$ cat src/rtl/ppu_nr_recip.sv
// Iterative Newton-Raphson reciprocal of a normalised posit mantissa d in [1,2).
// One shared multiplier is time-multiplexed across the INIT, ITA and ITB states.
module ppu_nr_recip #(
  parameter int N     = 16,
  parameter int ITERS = 3
) (
  input  logic           clk_i,
  input  logic           rstn_i,
  input  logic           valid_i,
  output logic           ready_o,
  input  logic [N-3:0]   mant_i,
  output logic           valid_o,
  input  logic           ready_i,
  output logic [2*N-5:0] recip_o,
  output logic           invalid_o,
  output logic           busy_o
);

  localparam int MS  = N - 2;
  localparam int RMS = 2 * MS;
  localparam int CW  = RMS + 8;
  // Product is pre-shifted by MS-1 so every stage slices from the same base.
  localparam int PW  = RMS + MS + 1;

  localparam logic [CW-1:0]  C0_FULL = (CW'(24) << (RMS - 1)) / CW'(17);
  localparam logic [CW-1:0]  C1_FULL = (CW'(8) << (RMS - 1)) / CW'(17);
  localparam logic [RMS-1:0] C0      = RMS'(C0_FULL);
  localparam logic [RMS-1:0] C1      = RMS'(C1_FULL);
  localparam logic [RMS-1:0] TWO     = {1'b1, {(RMS-1){1'b0}}};
  localparam logic [2:0]     LAST    = (ITERS == 0) ? 3'd0 : 3'(ITERS - 1);

  typedef enum logic [2:0] {IDLE, INIT, ITA, ITB, DONE} state_t;

  state_t          state_reg, state_next;
  logic [2:0]      cnt_reg, cnt_next;
  logic [MS-1:0]   d_reg, d_next;
  logic [RMS-1:0]  x_reg, x_next;
  logic [RMS-1:0]  t_reg, t_next;
  logic            inv_reg, inv_next;
  logic [RMS-1:0]  recip_reg;
  logic            invalid_reg;

  logic [RMS-1:0]  mul_a, mul_b;
  logic [PW-1:0]   prod;

  assign mul_a = (state_reg == INIT) ? C1 : x_reg;
  assign mul_b = (state_reg == ITB) ? t_reg : {{(RMS-MS){1'b0}}, d_reg};
  assign prod  = PW'(({{RMS{1'b0}}, mul_a} * {{RMS{1'b0}}, mul_b}) >> (MS - 1));

  always_comb begin
    state_next = state_reg;
    cnt_next   = cnt_reg;
    d_next     = d_reg;
    x_next     = x_reg;
    t_next     = t_reg;
    inv_next   = inv_reg;
    case (state_reg)
      IDLE: begin
        if (valid_i) begin
          d_next     = mant_i;
          cnt_next   = 3'd0;
          state_next = INIT;
        end
      end
      INIT: begin
        if (!d_reg[MS-1]) begin
          x_next     = '0;
          inv_next   = 1'b1;
          state_next = DONE;
        end else begin
          x_next     = C0 - prod[0 +: RMS];
          inv_next   = 1'b0;
          state_next = (ITERS == 0) ? DONE : ITA;
        end
      end
      ITA: begin
        // e = d*x in Fx<2,RMS-2>; t = 2 - e wraps modulo 2^RMS
        t_next     = TWO - prod[1 +: RMS];
        state_next = ITB;
      end
      ITB: begin
        x_next     = (|prod[PW-1 -: 2]) ? '1 : prod[MS-1 +: RMS];
        cnt_next   = cnt_reg + 3'd1;
        state_next = (cnt_reg == LAST) ? DONE : ITA;
      end
      DONE: begin
        if (ready_i) begin
          if (valid_i) begin
            d_next     = mant_i;
            cnt_next   = 3'd0;
            state_next = INIT;
          end else begin
            state_next = IDLE;
          end
        end
      end
      default: state_next = IDLE;
    endcase
  end

  always_ff @(posedge clk_i) begin
    if (!rstn_i) begin
      state_reg   <= IDLE;
      cnt_reg     <= '0;
      d_reg       <= '0;
      x_reg       <= '0;
      t_reg       <= '0;
      inv_reg     <= 1'b0;
      recip_reg   <= '0;
      invalid_reg <= 1'b0;
    end else begin
      state_reg <= state_next;
      cnt_reg   <= cnt_next;
      d_reg     <= d_next;
      x_reg     <= x_next;
      t_reg     <= t_next;
      inv_reg   <= inv_next;
      if (state_next == DONE) begin
        recip_reg   <= x_next;
        invalid_reg <= inv_next;
      end
    end
  end

  assign valid_o   = (state_reg == DONE);
  assign ready_o   = (state_reg == IDLE) || ((state_reg == DONE) && ready_i);
  assign busy_o    = (state_reg != IDLE);
  assign recip_o   = recip_reg;
  assign invalid_o = invalid_reg;

endmodule

$ cat config.mk
export PLATFORM = sky130hd
export DESIGN_NAME = ppu_nr_recip
export DESIGN_NICKNAME = d
export VERILOG_FILES = /design/src/rtl/ppu_nr_recip.sv
export SDC_FILE = /design/constraint.sdc
export NUM_CORES = 2
export LEC_CHECK = 0
export CAP_MARGIN = 20
export CORE_UTILIZATION = 45
export DETAILED_ROUTE_END_ITERATION = 12
export REMOVE_ABC_BUFFERS = 1
export SYNTH_ARGS = -nofsm -noshare
export SYNTH_HDL_FRONTEND = slang
export SYNTH_SLANG_ARGS = --single-unit
$ cat constraint.sdc
create_clock -name clk_i -period 9 [get_ports clk_i]
set_input_delay 2.7 -clock clk_i [delete_from_list [all_inputs] [get_ports clk_i]]
set_output_delay 2.7 -clock clk_i [all_outputs]
set_load 0.01 [all_outputs]
* After elaboration in Yosys (flattened, before gate mapping) *
Cells that the tools add are included.

cells by class
  multiply operators = 1
  muxes and demuxes = 19
  reductions and logical operators = 9
  add/sub/neg operators = 3
  eq/ne operators = 7

operators with widths
  operator                                             count
  two-way mux 28 bit                                   4
  multiplier 28 x 28 -> 56 bit                         1
  case mux 28 bit (2 select lines)                     1
  subtractor 28 bit, first input constant              2
  two-way mux 14 bit                                   2
  case mux 14 bit (2 select lines)                     1
  two-way mux 3 bit                                    6
  case mux 3 bit (5 select lines)                      1
  equality test 3 x 2 -> 1 bit, second input constant  3
  case mux 3 bit (3 select lines)                      1
  equality test 3 bit, second input constant           2
  nonzero test 3 bit                                   2
  AND reduction 2 bit                                  2
  adder 3 x 1 -> 3 bit, second input constant          1
  equality test 3 x 1 -> 1 bit, second input constant  1
  zero test 3 bit                                      1
  two-way mux 1 bit                                    3
  != test 2 x 1 -> 1 bit, second input constant        1
  nonzero test 2 bit                                   1
  OR reduction 2 bit                                   1
  logical AND 1 bit                                    1
  logical OR 1 bit                                     1

word-level totals
  input port bits = 18
  output and inout bits = 32
  bits in registers = 106

* Longest topological paths before layout *
  depth in word-level cells = 6
  mapped depth = 39
  depth with buffers taken out = 32

* Worst setup path before layout *
OpenSTA, ideal clock, no wires.

  kind = register to register
  start point = register state_reg[0]
  end point = register t_reg[25]
  clock period less this slack = 9.079 ns
  setup slack = -0.079 ns
  data arrival time = 8.959 ns
  stages on the path, launching flop included = 36
  required time = 8.880 ns
  library setup time = 0.120 ns
  cells stage by stage = dfxtp_1 -> clkbuf_1 -> nor2b_1 -> clkbuf_1 -> nand2b_1 -> clkbuf_1 -> clkbuf_1 -> clkbuf_1 -> nand2_1 -> nor2_1 -> fa_1 -> fa_1 -> fa_1 -> inv_1 -> fa_1 -> inv_1 -> fa_1 -> fa_1 -> inv_1 -> fa_1 -> inv_1 -> ha_1 -> buf_2 -> a21oi_1 -> o21ai_1 -> a211oi_1 -> o211ai_1 -> a311oi_2 -> o21ai_1 -> xnor2_1 -> nand2_1 -> or4_1 -> buf_2 -> nor4_1 -> or3_1 -> nand3_1

between the ends
  cells in the longest elaborated chain, start to end = 4
  elaborated cells on any way between the ends = 7
  classes of those cells = add/sub (1); mul (1); eq/ne (3); mux (2)

ends and longest elaborated chain
  what                                                                                 line    source
  start, declared                                                                      34      state_t state_reg, state_next;
  start signal, assigned                                                               112     state_reg <= state_next;
  equality test 3 x 1 -> 1 bit / equality test 3 x 2 -> 1 bit (equally long branches)  46, 47
  two-way mux 28 bit, on equally long branches                                         46, 47
  multiplier 28 x 28 -> 56 bit                                                         48      assign prod = PW'(({{RMS{1'b0}}, mul_a} * {{RMS{1'b0}}, mul_b}) >> (MS - 1));
  subtractor 28 bit                                                                    78      t_next = TWO - prod[1 +: RMS];
  end signal, assigned                                                                 116     t_reg <= t_next;
  end, declared                                                                        38      logic [RMS-1:0] t_reg, t_next;

Several ways; a longest one is shown, not always the timed one.
A chain may end at the register's enable or synchronous reset.

* Worst setup path after layout *
  start point = register state_reg[0]
  end point = register recip_reg[5], in the netlist recip_o[5]

between the ends
  cells in the longest elaborated chain, start to end = 6
  elaborated cells on any way between the ends = 17
  classes of those cells = add/sub (1); mul (1); eq/ne (5); mux (8); reduce/logical (2)

ends and longest elaborated chain
  what                                                                                 line        source
  equality test 3 x 1 -> 1 bit / equality test 3 x 2 -> 1 bit (equally long branches)  46, 57, 47
  two-way mux 28 bit, on equally long branches                                         46, 47
  multiplier 28 x 28 -> 56 bit                                                         48
  subtractor 28 bit / OR reduction 2 bit (equally long branches)                       71, 82
  two-way mux 28 bit, on equally long branches                                         66, 82
  case mux 28 bit (2 select lines)                                                     57          case (state_reg)
  end signal, assigned                                                                 119         recip_reg <= x_next;
  end, declared                                                                        40          logic [RMS-1:0] recip_reg;

Several ways; a longest one is shown, not always the timed one.

==> metrics.txt <==
area of placed instances=0.0356 mm²; area taken by flip-flops and latches=between 0.002 and 0.0025 mm²; Register-to-Register Path Depth=33; DRC Markers=0; quantity of I/O buffers inserted on ports=between 40 and 50; critical path capture point type=flip-flop; Post-Synth XOR/XNOR Area=0.0196; Die Width=265 µm; crit share post-route=0.974; relative slew slack=0.359; simple-gate portion of the synthesized area=0.185; half-perimeter wire length after detailed placement=102000 µm; Max stage delay cell, worst path=fa_1; layout cell share with drive strength beyond 1=0.144; unrepaired setup endpoints after global routing=true; timing-limited maximum frequency=about 0.11 GHz; insertion delay to the later sink of the worst-skew pair=about 0.37 ns; async set-or-reset flop fraction in the synthesized netlist=0; Final Skew=0.0168 ns; PwrDens=65.6 mW/mm²; total count of hold-check failures in the final report=0; power consumption=~2.4 mW; number of max-slew violations in the final report=0; Reg2Reg Launch Point=state_reg[0]$_SDFF_PN0_; first-pass iteration count of the detailed router=6; reg-to-reg critical path endpoint=recip_o[5]$_SDFFE_PN0N_; Hold Crit Endpoint=d_reg[5]$_SDFFE_PN0P_; IR drop worst, VDD=~98 µV; number of violations of the max-capacitance limit=0; first-pass GRT wire length=around 180000 µm; run status=complete, no violations; sort of element at the start of the critical path=flip-flop; Adder-Cell Fraction of Synth Area=0.518; sequential cell area fraction in the yosys report=0.0682; Inserted Clock Buffers=9; clock tree sinks=between 100 and 150; post-synthesis area per instance=8.32 µm²; number of cells on the worst hold path=2; Top FF cell, synth=dfxtp_1; GR Layer Usage met2=0.572; largest area contributor in the synthesized netlist=fa_1; gate count of the mapped netlist=3741; fraction of the mapped netlist area in compound gates=0.0892; mux share of post-synthesis cell area=0.00644; chip height=265 µm; Worst Path Class, Setup=reg -> reg; Worst R2R Setup Slack=0.23 ns; top-level I/O count=50; Most common cell on crit path=fa_1; met3 track utilization from global routing=0.0593; portion of total power attributed to combinational logic=0.610; maximum level of the CTS H-tree=3; transition time of the tightest slew-check pin=0.962 ns; HP Start=d_reg[5]$_SDFFE_PN0P_; Sequential Power Share=0.218; share of Yosys cell area claimed by the top area cell type=0.433; number of distinct library cell variants in the gate-level netlist after synthesis=86; Die Outline Area=0.0702 mm²; static leakage power=between 15 and 20 nW; global-route usage over all layers=0.358; switching power as a share of total power=0.463; longest individual stage delay on the worst path=0.58 ns; hold_buf cts=0; count of vias placed by the detailed router=27891; area of the mapped netlist=0.0311 mm²; biggest fanout along the worst timing path=54; aggregate negative setup slack=0 ns; number of antenna violations at the first check in global routing=6; number of filler instances in the final layout=approximately 6600; WL final=123000 µm; Hold Crit Class=reg -> reg; net switching power figure=1.11 mW; ranking of synthesized cells by area=fa_1 (43%), inv_1 (8.7%), ha_1 (8.5%); first element of the critical path=state_reg[0]$_SDFF_PN0_; area inside the core boundary=just under 0.07 mm²; synth-to-layout area growth=18.0%; leftover overflow at the end of global routing=0; internal power=1.29 mW; dominant combinational cell family by area after synthesis=adder cells; maximum count of clock buffers along a single path=2; number of global-route vias before repair=28689; number of warnings reported in the yosys synthesis log=0; number of synthesized register bits=106; minimum clock period after layout=8.77 ns; final setup violating endpoints=0; number of vias per cell after detailed routing=5.65; most used routing layer=met2; net count of the finished layout=approximately 5000; number of cell rows=96; number of flops mapped to enable cells by yosys=0; routability congestion estimate=roughly 1.0; Data required, critical path=around 9.3 ns; post-route cell area=between 0.03 and 0.04 mm²; Iteration-0 DRC Markers=2533; final antenna-violating net count=0; per-cell routed wire length=between 20 and 25 µm; met1 usage in global routing=0.470; clock edge transition at the registers on the reported setup and hold paths=0.09 ns; TritonCTS clock tree=built; maximum number of pins on one net before global-route repair=73; clock root buffer=clkbuf_16; effective utilization at floorplan=0.454; Multi-input gate area=0.0260 mm²; clock group share of total power=0.172; critical path data arrival time=9.05 ns
==> layout make-up <==
cell class,instances,area share
Multi-Input combinational cell,2699,0.707
Tap cell,882,0.0301
Sequential cell,106,0.0579
Clock buffer,10,0.00651
Timing Repair Buffer,508,0.122
Clock inverter,6,0.00164
Inverter,724,0.0741
Antenna cell,4,0.000273
==> per-layer routing <==
layer  share of wire  vias to the layer above
li1                -                    12110
met1            0.40                    14106
met2            0.46                     1362
met3           0.086                      309
met4           0.060                        4
met5         0.00025                        -
==> synth_stat cells, types with 17 or more instances <==
master and n:
nand3_1 34, nor2_1 379, nor3_1 19, and3_1 131
clkbuf_1 199, a21oi_1 115, o211ai_1 17, a211oi_1 24
nand4_1 21, ha_1 211, nand2_1 604, mux2i_1 20
fa_1 673, a21o_1 29, xnor2_1 50, nand2b_1 27
o21ai_0 80, and2_1 49, inv_1 722, dfxtp_1 106
==> critical path: cells and delay by family (launching register included) <==
family,cells,cell delay (ns)
flip-flops,1,0.37
buffers and inverters,10,1.90
adder cells (fa/ha/maj),8,3.52
AND/OR/NAND/NOR,9,1.41
AO/OA/AOI/OAI,6,1.46
==> cell families (layout without fill, tap and decap cells) <==
kind of cell	count (synthesis)	after routing
compound gates	414	414
flops	106	106
mux	20	20
simple gates	1312	1313
xor+xnor	68	68
other cells	0	4
fa+ha+maj	884	884
buf+inv	937	1248
==> power by group through the flow <==
stage               clock network (mW)  registers [mW]  logic, mW
detailed placement                   0           0.534       1.35
floorplan                            0           0.531      0.678
CTS                              0.418           0.523       1.37
global placement                     0           0.535       1.36
global route                     0.430           0.526       1.56
finish                           0.414           0.526       1.47
==> metrics by stage <==
step / std cells / utilization / setup WS, ns / hold WS (ns)
floorplan: 3528 / - / -2.66 / 0.445
global placement: 4898 / 0.520 / -0.310 / 0.470
detailed placement: 4898 / 0.520 / -0.340 / 0.478
CTS: 4918 / 0.526 / 0.0382 / 0.489
global route: 4935 / 0.536 / -0.0622 / 0.523
finish: 4939 / 0.536 / 0.230 / 0.482
==> worst max-delay path by stage <==
stage / to / slack, ns
3_5_place_dp: x_reg[23]$_SDFF_PN0_ / -0.34
3_3_place_gp: x_reg[23]$_SDFF_PN0_ / -0.31
5_1_grt: t_reg[25]$_SDFFE_PN0P_ / -0.06
6_report: recip_o[5]$_SDFFE_PN0N_ / 0.23
4_1_cts: recip_o[5]$_SDFFE_PN0N_ / 0.04
2_1_floorplan: t_reg[25]$_SDFFE_PN0P_ / -2.66
==> cells in the final DEF, fill, tap and decap left out, types with 6 or more instances in the layout <==
master,instances
a211oi_1,19
a21boi_0,6
a21o_1,29
a21oi_1,104
a21oi_2,9
a221oi_1,7
a31oi_1,13
and2_1,46
and3_1,131
buf_12,38
buf_4,405
buf_6,15
clkbuf_16,10
clkdlybuf4s50_1,49
dfxtp_1,104
fa_1,667
fa_2,6
ha_1,204
inv_1,722
mux2i_1,8
mux2i_2,7
nand2_1,601
nand2b_1,23
nand3_1,34
nand4_1,21
nor2_1,372
nor2_2,6
nor2b_1,8
nor3_1,19
o211a_1,8
o211ai_1,17
o21a_1,14
o21ai_0,70
o21ai_1,19
o21bai_1,8
o31a_1,8
or3_1,6
xnor2_1,48
xor2_1,16
==> what timing repair did <==
action                     CTS  global route
hold endpoints to repair     0             0
buffers inserted             4            14
setup endpoints to repair   38            69
pin swaps                    0            17
gates cloned                 0             3
gates resized for setup     11           112
No activity file was read; power rests on OpenSTA's default activity.
